[src/rtl/his_reader_fsm_pkg.sv]
// his_reader_fsm_pkg.sv -- shared sizing defaults and FSM state codes
// for the histogram read-out (optional feature macro: PEAK_DETECT_EN).
package his_reader_fsm_pkg;

  localparam int DEF_BIN_NUM   = 64;
  localparam int DEF_PIXEL_NUM = 200;
  localparam int DEF_CNT_W     = 8;
  localparam int DEF_ADDR_W    = 14;

  localparam logic [1:0] IDLE  = 2'b00;
  localparam logic [1:0] READ  = 2'b01;
  localparam logic [1:0] DRAIN = 2'b10;

endpackage

[src/rtl/his_skid_buf.sv]
// his_skid_buf.sv -- 2-entry valid/ready buffer; head entry drives the
// output and only moves on a pop, so a stalled output holds stable.
module his_skid_buf
  import his_reader_fsm_pkg::*;
#(
  parameter int W = 8
) (
  input  logic         clk,
  input  logic         res,
  input  logic         in_valid,
  input  logic [W-1:0] in_data,
  output logic         out_valid,
  input  logic         out_ready,
  output logic [W-1:0] out_data,
  output logic [1:0]   count
);

  logic [W-1:0] d0;
  logic [W-1:0] d1;
  logic         pop;

  assign pop       = out_valid & out_ready;
  assign out_valid = count != 2'd0;
  assign out_data  = d0;

  always_ff @(posedge clk or posedge res) begin
    if (res) begin
      count <= 2'd0;
      d0    <= '0;
      d1    <= '0;
    end else begin
      unique case ({in_valid, pop})
        2'b10: begin
          if (count == 2'd0) d0 <= in_data;
          else d1 <= in_data;
          count <= count + 2'd1;
        end
        2'b01: begin
          d0    <= d1;
          count <= count - 2'd1;
        end
        2'b11: begin
          if (count == 2'd1) begin
            d0 <= in_data;
          end else begin
            d0 <= d1;
            d1 <= in_data;
          end
        end
        default: ;
      endcase
    end
  end

endmodule

[src/rtl/his_reader_fsm.sv]
// his_reader_fsm.sv -- scans a completed histogram bank, streams and clears
// every bin. Define PEAK_DETECT_EN to add the per-pixel peak outputs.
module his_reader_fsm
  import his_reader_fsm_pkg::*;
#(
  parameter int  BIN_NUM   = DEF_BIN_NUM,
  parameter int  PIXEL_NUM = DEF_PIXEL_NUM,
  parameter int  CNT_W     = DEF_CNT_W,
  parameter int  ADDR_W    = DEF_ADDR_W,
  localparam int BIN_W     = $clog2(BIN_NUM),
  localparam int PIX_W     = $clog2(PIXEL_NUM)
) (
  input  logic              clk,
  input  logic              res,
  input  logic              his_num,
  output logic              rd_bank,
  output logic              rd_en,
  output logic [ADDR_W-1:0] rd_addr,
  input  logic [CNT_W-1:0]  rd_data,
  output logic              clr_en,
  output logic              out_valid,
  input  logic              out_ready,
  output logic [CNT_W-1:0]  out_count,
  output logic [BIN_W-1:0]  out_bin,
  output logic [PIX_W-1:0]  out_pixel,
  output logic              out_last_bin,
  output logic              out_last_frame,
  output logic              busy,
  output logic              overrun
`ifdef PEAK_DETECT_EN
  ,
  output logic              peak_valid,
  output logic [PIX_W-1:0]  peak_pixel,
  output logic [BIN_W-1:0]  peak_bin,
  output logic [CNT_W-1:0]  peak_count
`endif
);

  localparam int PW = CNT_W + BIN_W + PIX_W + 2;

  logic              his_num_q;
  logic              start;
  logic              pend;
  logic              pend_bank;
  logic [1:0]        state;
  logic [BIN_W-1:0]  bin;
  logic [PIX_W-1:0]  pixel;
  logic [ADDR_W-1:0] addr;
  logic              v1;
  logic              lb1;
  logic              lf1;
  logic [BIN_W-1:0]  bin1;
  logic [PIX_W-1:0]  pix1;
  logic [1:0]        occ;
  logic              pop;
  logic              space;
  logic              bin_end;
  logic              last_rd;
  logic              drained;
  logic              final_xfer;
  logic [PW-1:0]     sk_in;
  logic [PW-1:0]     sk_out;

  assign start      = his_num ^ his_num_q;
  assign pop        = out_valid & out_ready;
  // a slot freed by this cycle's pop can take the read landing next cycle
  assign space      = ({1'b0, occ} + {2'b00, v1})
                      <= (3'd1 + {2'b00, pop});
  assign rd_en      = (state == READ) & space;
  assign clr_en     = rd_en;
  assign rd_addr    = addr;
  assign busy       = state != IDLE;
  assign bin_end    = bin == BIN_W'(BIN_NUM - 1);
  assign last_rd    = bin_end & (pixel == PIX_W'(PIXEL_NUM - 1));
  assign drained    = ~v1 & (occ == 2'd0);
  assign final_xfer = pop & out_last_frame;

  always_ff @(posedge clk or posedge res) begin
    if (res) begin
      his_num_q <= 1'b0;
      state     <= IDLE;
      rd_bank   <= 1'b0;
      overrun   <= 1'b0;
      pend      <= 1'b0;
      pend_bank <= 1'b0;
      bin       <= '0;
      pixel     <= '0;
      addr      <= '0;
    end else begin
      his_num_q <= his_num;
      if (rd_en) begin
        addr <= addr + ADDR_W'(1);
        bin  <= bin_end ? '0 : bin + BIN_W'(1);
        if (bin_end) pixel <= pixel + PIX_W'(1);
      end
      unique case (state)
        IDLE: begin
          if (start) begin
            rd_bank <= ~his_num;
            bin     <= '0;
            pixel   <= '0;
            addr    <= '0;
            state   <= READ;
          end
        end
        READ: begin
          if (start) begin
            overrun   <= 1'b1;
            pend      <= 1'b1;
            pend_bank <= ~his_num;
            state     <= DRAIN;
          end else if (rd_en && last_rd) begin
            state <= DRAIN;
          end
        end
        DRAIN: begin
          // a toggle alongside the final transfer is a clean new start
          if (start && !final_xfer) overrun <= 1'b1;
          if (drained && (pend || start)) begin
            rd_bank <= start ? ~his_num : pend_bank;
            bin     <= '0;
            pixel   <= '0;
            addr    <= '0;
            pend    <= 1'b0;
            state   <= READ;
          end else if (drained) begin
            state <= IDLE;
          end else if (start) begin
            pend      <= 1'b1;
            pend_bank <= ~his_num;
          end
        end
        default: state <= IDLE;
      endcase
    end
  end

  always_ff @(posedge clk or posedge res) begin
    if (res) begin
      v1   <= 1'b0;
      lb1  <= 1'b0;
      lf1  <= 1'b0;
      bin1 <= '0;
      pix1 <= '0;
    end else begin
      v1 <= rd_en;
      if (rd_en) begin
        bin1 <= bin;
        pix1 <= pixel;
        lb1  <= bin_end;
        lf1  <= last_rd;
      end
    end
  end

  assign sk_in = {rd_data, bin1, pix1, lb1, lf1};

  his_skid_buf #(
    .W (PW)
  ) u_skid (
    .clk       (clk),
    .res       (res),
    .in_valid  (v1),
    .in_data   (sk_in),
    .out_valid (out_valid),
    .out_ready (out_ready),
    .out_data  (sk_out),
    .count     (occ)
  );

  assign {out_count, out_bin, out_pixel,
          out_last_bin, out_last_frame} = sk_out;

`ifdef PEAK_DETECT_EN
  logic [CNT_W-1:0] best_cnt;
  logic [BIN_W-1:0] best_bin;
  logic [CNT_W-1:0] cand_cnt;
  logic [BIN_W-1:0] cand_bin;
  logic             take;

  // strict compare keeps the lowest bin on ties
  assign take     = (out_bin == '0) || (out_count > best_cnt);
  assign cand_cnt = take ? out_count : best_cnt;
  assign cand_bin = take ? out_bin : best_bin;

  always_ff @(posedge clk or posedge res) begin
    if (res) begin
      best_cnt   <= '0;
      best_bin   <= '0;
      peak_valid <= 1'b0;
      peak_pixel <= '0;
      peak_bin   <= '0;
      peak_count <= '0;
    end else begin
      peak_valid <= pop & out_last_bin;
      if (pop) begin
        best_cnt <= cand_cnt;
        best_bin <= cand_bin;
      end
      if (pop && out_last_bin) begin
        peak_pixel <= out_pixel;
        peak_bin   <= cand_bin;
        peak_count <= cand_cnt;
      end
    end
  end
`endif

endmodule
[config.mk]
export PLATFORM = sky130hd
export DESIGN_NAME = his_reader_fsm
export DESIGN_NICKNAME = d
export VERILOG_FILES = /design/src/rtl/his_reader_fsm_pkg.sv /design/src/rtl/his_skid_buf.sv /design/src/rtl/his_reader_fsm.sv
export SDC_FILE = /design/constraint.sdc
export NUM_CORES = 1
export LEC_CHECK = 0
export ABC_AREA = 0
export BUFFER_PORTS_ARGS = -buffer_cell sky130_fd_sc_hd__buf_2
export CORE_MARGIN = 3
export CORE_UTILIZATION = 30
export DETAILED_ROUTE_END_ITERATION = 10
export SKIP_CTS_REPAIR_TIMING = 1
export SYNTH_ARGS = -nofsm -noshare
export SYNTH_HDL_FRONTEND = slang
export SYNTH_SLANG_ARGS = --single-unit
[constraint.sdc]
create_clock -name clk -period 9.6 [get_ports clk]
set_clock_uncertainty 0.2 [all_clocks]
set_input_delay 0.96 -clock clk [delete_from_list [all_inputs] [get_ports clk]]
set_output_delay 0.96 -clock clk [all_outputs]
set_load 0.01 [all_outputs]
* Yosys cells after proc, flatten, opt, wreduce, memory -nomap -nowiden
Cells that the tools add are included.
** Storage, ports and cells
- Bits in registers :: 102
- Input port bits :: 12
- Output and inout port bits :: 44
- Word-level logic and storage cells :: 115
** Cells by class
- Reduce and logical (&&, ||, !) cells :: 21
- Equality and inequality tests :: 20
- Add/subtract/negate cells :: 7
- Bitwise operators :: 8
- Order comparisons :: 1
- Multiplexer cells :: 41
** Operators by type and width (number)
- $mux 24 :: 4
- $pmux 24 s3 :: 1
- $pmux 24 s2 :: 1
- $mux 14 :: 3
- $mux 8 :: 4
- $pmux 14 s2 :: 1
- $mux 6 :: 4
- $ne 2x2->1 const B :: 9
- $pmux 8 s2 :: 1
- $reduce_and 3->1 :: 5
- $add 14x1->14 const B :: 1
- $pmux 6 s2 :: 1
- $reduce_bool 2->1 :: 6
- $mux 1 :: 10
- $mux 2 :: 5
- $add 8x1->8 const B :: 1
- $eq 8x8->1 const B :: 1
- $pmux 1 s2 :: 4
- $add 6x1->6 const B :: 1
- $eq 2x1->1 const B :: 3
- $eq 2x2->1 const B :: 3
- $eq 6x6->1 const B :: 1
- $ne 3x3->1 const B :: 2
- $pmux 2 s3 :: 1
- other kinds (16) :: 25

* Logic depth before layout (Yosys ltp)
- Depth after elaboration :: 9
- Mapped depth :: 13
- Depth with buffers taken out :: 10

* Hierarchy
Synthesis repeated with hierarchy kept, for this count alone.
** Unflattened totals
- Cells, all modules :: 494
- Area, all modules :: 5092.4 um^2
** By module, submodules not included
- his_reader_fsm :: area each 2718.9 um^2, sequential area each 1301.2 um^2, cells each 282, times used 1
- his_skid_buf :: area each 2373.5 um^2, sequential area each 1251.2 um^2, cells each 212, times used 1

* Worst setup path after synthesis
No wires, ideal clock.
- Kind :: input to output
- Start point :: input port out_ready
- End point :: output port rd_en
- Slack :: 5.524 ns
- Arrival time :: 2.916 ns
- Stages on the path :: 10
- Path buffers :: 4
- Required time :: 8.440 ns
- Cells stage by stage :: nor2b_2 -> buf_6 -> fa_1 -> nor2_1 -> o22a_1 -> buf_2 -> nand2_1 -> inv_2 -> buf_2 -> buf_4
** On the way
- Cells in the longest elaborated chain, start to end :: 4
** Ends and longest elaborated chain
- start: declaration :: line his_reader_fsm.sv:22 : input logic out_ready,
- $and 1x1->1 :: line his_reader_fsm.sv:65 : assign pop = out_valid & out_ready;
- $add 1x1->2 :: line his_reader_fsm.sv:68 : <= (3'd1 + {2'b00, pop});
- $le 3x2->1 :: line his_reader_fsm.sv:68
- $and 1x1->1 :: line his_reader_fsm.sv:69 : assign rd_en = (state == READ) & space;
- end: declaration :: line his_reader_fsm.sv:17 : output logic rd_en,
Every way passes these cells.

* Worst setup path in the final report
- Start point :: register u_skid.count[0]
- End point :: output port clr_en
** On the way
- Cells in the longest elaborated chain, start to end :: 5
- Elaborated cells between the ends (all ways) :: 6
- Classes of those cells :: add/sub (2); order compare (1); bitwise (2); reduce/logical (1)
** Ends and longest elaborated chain
- start: declaration :: line his_skid_buf.sv:15 : output logic [1:0] count
- start signal: assignment :: line his_skid_buf.sv:36 : count <= count + 2'd1;
- start signal: assignment :: line his_skid_buf.sv:40 : count <= count - 2'd1;
- $reduce_bool 2->1 :: line his_skid_buf.sv:23 : assign out_valid = count != 2'd0;
- $and 1x1->1 :: line his_reader_fsm.sv:65
- $add 1x1->2 :: line his_reader_fsm.sv:68
- $le 3x2->1 * :: line his_reader_fsm.sv:68
- $and 1x1->1 * :: line his_reader_fsm.sv:69
- end: declaration :: line his_reader_fsm.sv:20 : output logic clr_en,
Every way passes the cells marked *; elsewhere a longest branch is shown, timed or not.

==> out/metrics.csv <==
metric;value;unit
startpoint_type;flip-flop;
antenna_found_initial;0;
hold_violations;0;
slew_viol_final;0;
grt_pass1_wl;16600;µm
grt_start_max_net_pins;77;
fmax;185;MHz
p_int;0.000860;W
final_util;35.8;%
start_util;30.9;%
synthMuxAreaShare;11.5;%
p_sw;0.000514;W
insertion_delay;0.34;ns
min_path_type;reg2reg;
gp_congestion;0.763;
fin_crit_sh;56.5;%
avgSynthCellArea;10.6;µm²
cts_sinks;102;
dieArea;17200;µm²
synth_top_family_by_area;simple AND/OR/NAND/NOR gates;
drt-total-wl;9590;µm
combPwrFrac;33.8;%
yosysWarnings;0;
ys_seq_area_share;54.2;%
pin_count;56;
grt_util_all_layers;11.6;%
cts-htree-levels;3;
synthArstFlopShare;100;%
ys_types;49;
crit_chain;inv_1 > ha_1 > nor2b_2 > fa_1 > nor2_1 > o22a_1 > nand2_1 > inv_2 > buf_2;
synth-xor-area-share;2.98;%
p_leak;2.66;nW
root_buffer;clkbuf_16;
synth_edf_count;0;
drt_first_pass_iters;5;
path_clk_slew;0.07;ns
synth_fa_ha_area_share;2.71;%
seq_power_share;40.5;%
cts.path.max_buffers;2;
numCtsBuffers;9;
cp.required;8.44;ns
cts_tree;built;
cp_slowest_cell;inv_2;
final_nets;513;
crit_path_max_incr_delay;0.57;ns
die_x;131;µm
grt_pass1_vias;3296;
core-area;15300;µm²
pwr-share-clk;25.7;%
yosys.area_share.simple;16.1;%
max_cap_viol_count;0;
antenna_cells;0;
vias;3339;
powerDensity;251;nW/µm²
wl_per_cell;13.5;µm
synth_compound_area_share;8.90;%
setup_violations;0;
path_max_fanout;26;
drive_gt1_share;22.9;%
synthFlopType;dfrtp_1;
post-route-min-period;5.42;ns
port_buffers;55;
overflow;0;
outcome;completed;
setup_tns;0;ns
syn-num-nets;466;
fillerInstances;1544;
synth_area;4710;µm²
grt_setup_unrepaired;false;
path_class;reg2out;
swShare;37.4;%
cp-end-kind;output pin;
synth-seq-cells;102;
drt-initial-drc-count;177;
area_growth;16.2;%
arrival;4.26;ns
vias_per_cell;4.71;
hpwlAfterDp;6480;µm
drc;0;
rows;45;
relSlewSlack;32.6;%
syn_inst;446;
tightest_slew;1.01;ns
ant_nets;0;
die_h;131;µm
peakVddDrop;0.137;mV
cells by family after synthesis:
group                      count (synthesis)
AOI/OAI and AO/OA                         67
muxes                                     51
and+or+nand+nor                          166
xor gates and xnor gates                  16
buffers and inverters                     34
adders and majority gates                 10
DFF                                      102
sequential cells by signal (all words and copies together), names as in the netlist:
name,flops
rd_addr,14
bin1,6
lf1,1
his_num_q,1
overrun,1
bin,6
rd_bank,1
pend,1
pixel,8
u_skid.out_data,24
state,2
pend_bank,1
u_skid.count,2
v1,1
lb1,1
u_skid.d1,24
pix1,8
final cells by class:
cell class	count	area (µm²)	share of cell area (%)
tap	211	264	4.83
multi-input combinational	310	2010	36.8
clock inverter	5	38.8	0.709
clock buffer	11	253	4.62
inverter	11	43.8	0.801
timing repair buffer	59	305	5.58
sequential	102	2550	46.7
through the flow:
step                      instance area (µm²)  instances  setup WS [ns]  hold WS (ns)  total power [W]
final                                    5470        709           4.18         0.274          0.00137
after global routing                     5470        709           3.72         0.310          0.00147
after CTS                                5470        709           4.09         0.282          0.00140
after detailed placement                 5180        693           4.19         0.266          0.00104
after global placement                   5180        693           4.34         0.257          0.00102
after floorplan                          4710        446           5.52         0.262         0.000916
power by group through the flow:
stage               clock [W]  sequential, W  combinational (W)
floorplan                   0       0.000557           0.000358
global placement            0       0.000559           0.000457
detailed placement          0       0.000565           0.000475
CTS                  0.000367       0.000557           0.000477
global route         0.000384       0.000566           0.000524
finish               0.000354       0.000556           0.000464
worst max-delay path, delay by kind of cell (launching register included):
family                   cells  cell delay (ns)
AND/OR/NAND/NOR              3             1.38
buffers and inverters        3             0.86
adder cells (fa/ha/maj)      2             0.82
flip-flops                   1             0.42
AO/OA/AOI/OAI                1             0.42
Yosys cell counts (all sizes together), types with 3 or more instances:
master,count,share of area [%]
nand2,98,7.8
mux2i,27,5.7
nand3,15,1.9
xnor2,8,1.5
nor4,6,0.93
nand4,8,1.1
clkbuf,7,0.56
xor2,8,1.5
o31ai,6,0.96
a21oi,13,1.4
buf,16,2.2
nor2,20,1.6
nand2b,3,0.45
ha,7,1.9
o22ai,3,0.40
mux2,24,5.7
or2,3,0.40
and3,3,0.40
inv,11,0.88
o211ai,5,0.80
o21ai,30,3.2
dfrtp,102,54
placed cells by master, fill, tap and decap left out, types with 2 or more instances in the layout:
| master | synthesis | final |
|---|---|---|
| a21oi_1 | 13 | 12 |
| and3_1 | 3 | 3 |
| buf_2 | 12 | 55 |
| buf_4 | 1 | 4 |
| clkbuf_16 | 0 | 9 |
| clkbuf_8 | 0 | 2 |
| dfrtp_1 | 102 | 102 |
| ha_1 | 7 | 7 |
| inv_1 | 10 | 9 |
| inv_6 | 0 | 3 |
| maj3_1 | 2 | 2 |
| mux2_2 | 24 | 24 |
| mux2i_1 | 27 | 27 |
| nand2_1 | 98 | 98 |
| nand2b_1 | 2 | 2 |
| nand3_1 | 14 | 14 |
| nand4_1 | 8 | 8 |
| nor2_1 | 19 | 19 |
| nor4_1 | 5 | 5 |
| o211ai_1 | 5 | 5 |
| o21ai_0 | 30 | 30 |
| o22ai_1 | 3 | 3 |
| o31ai_1 | 6 | 6 |
| or2_2 | 3 | 3 |
| or3_1 | 2 | 2 |
| or4_1 | 2 | 2 |
| xnor2_1 | 8 | 8 |
| xor2_1 | 8 | 8 |
layer usage:
layer,vias up,global-route usage (%),share of wire (%)
li1,1637,-,-
met1,1640,16.0,49
met2,57,17.8,45
met3,5,3.83,4.7
met4,0,2.51,0.86
met5,-,0,0
worst paths after layout:
check | end | slack (ns) | from | cells after the start
max | clr_en | 4.18 | u_skid.count[0] | 9
min | u_skid.out_data[23] | 0.27 | u_skid.out_data[23] | 2
max reg2reg | bin[5] | 5.16 | u_skid.count[0] | 10
min reg2reg | u_skid.out_data[23] | 0.27 | u_skid.out_data[23] | 2
max in group asynchronous | u_skid.out_data[0] | 7.57 | res | 3
min in group asynchronous | rd_addr[3] | 0.40 | res | 2
(Power assumes the default switching activity.)
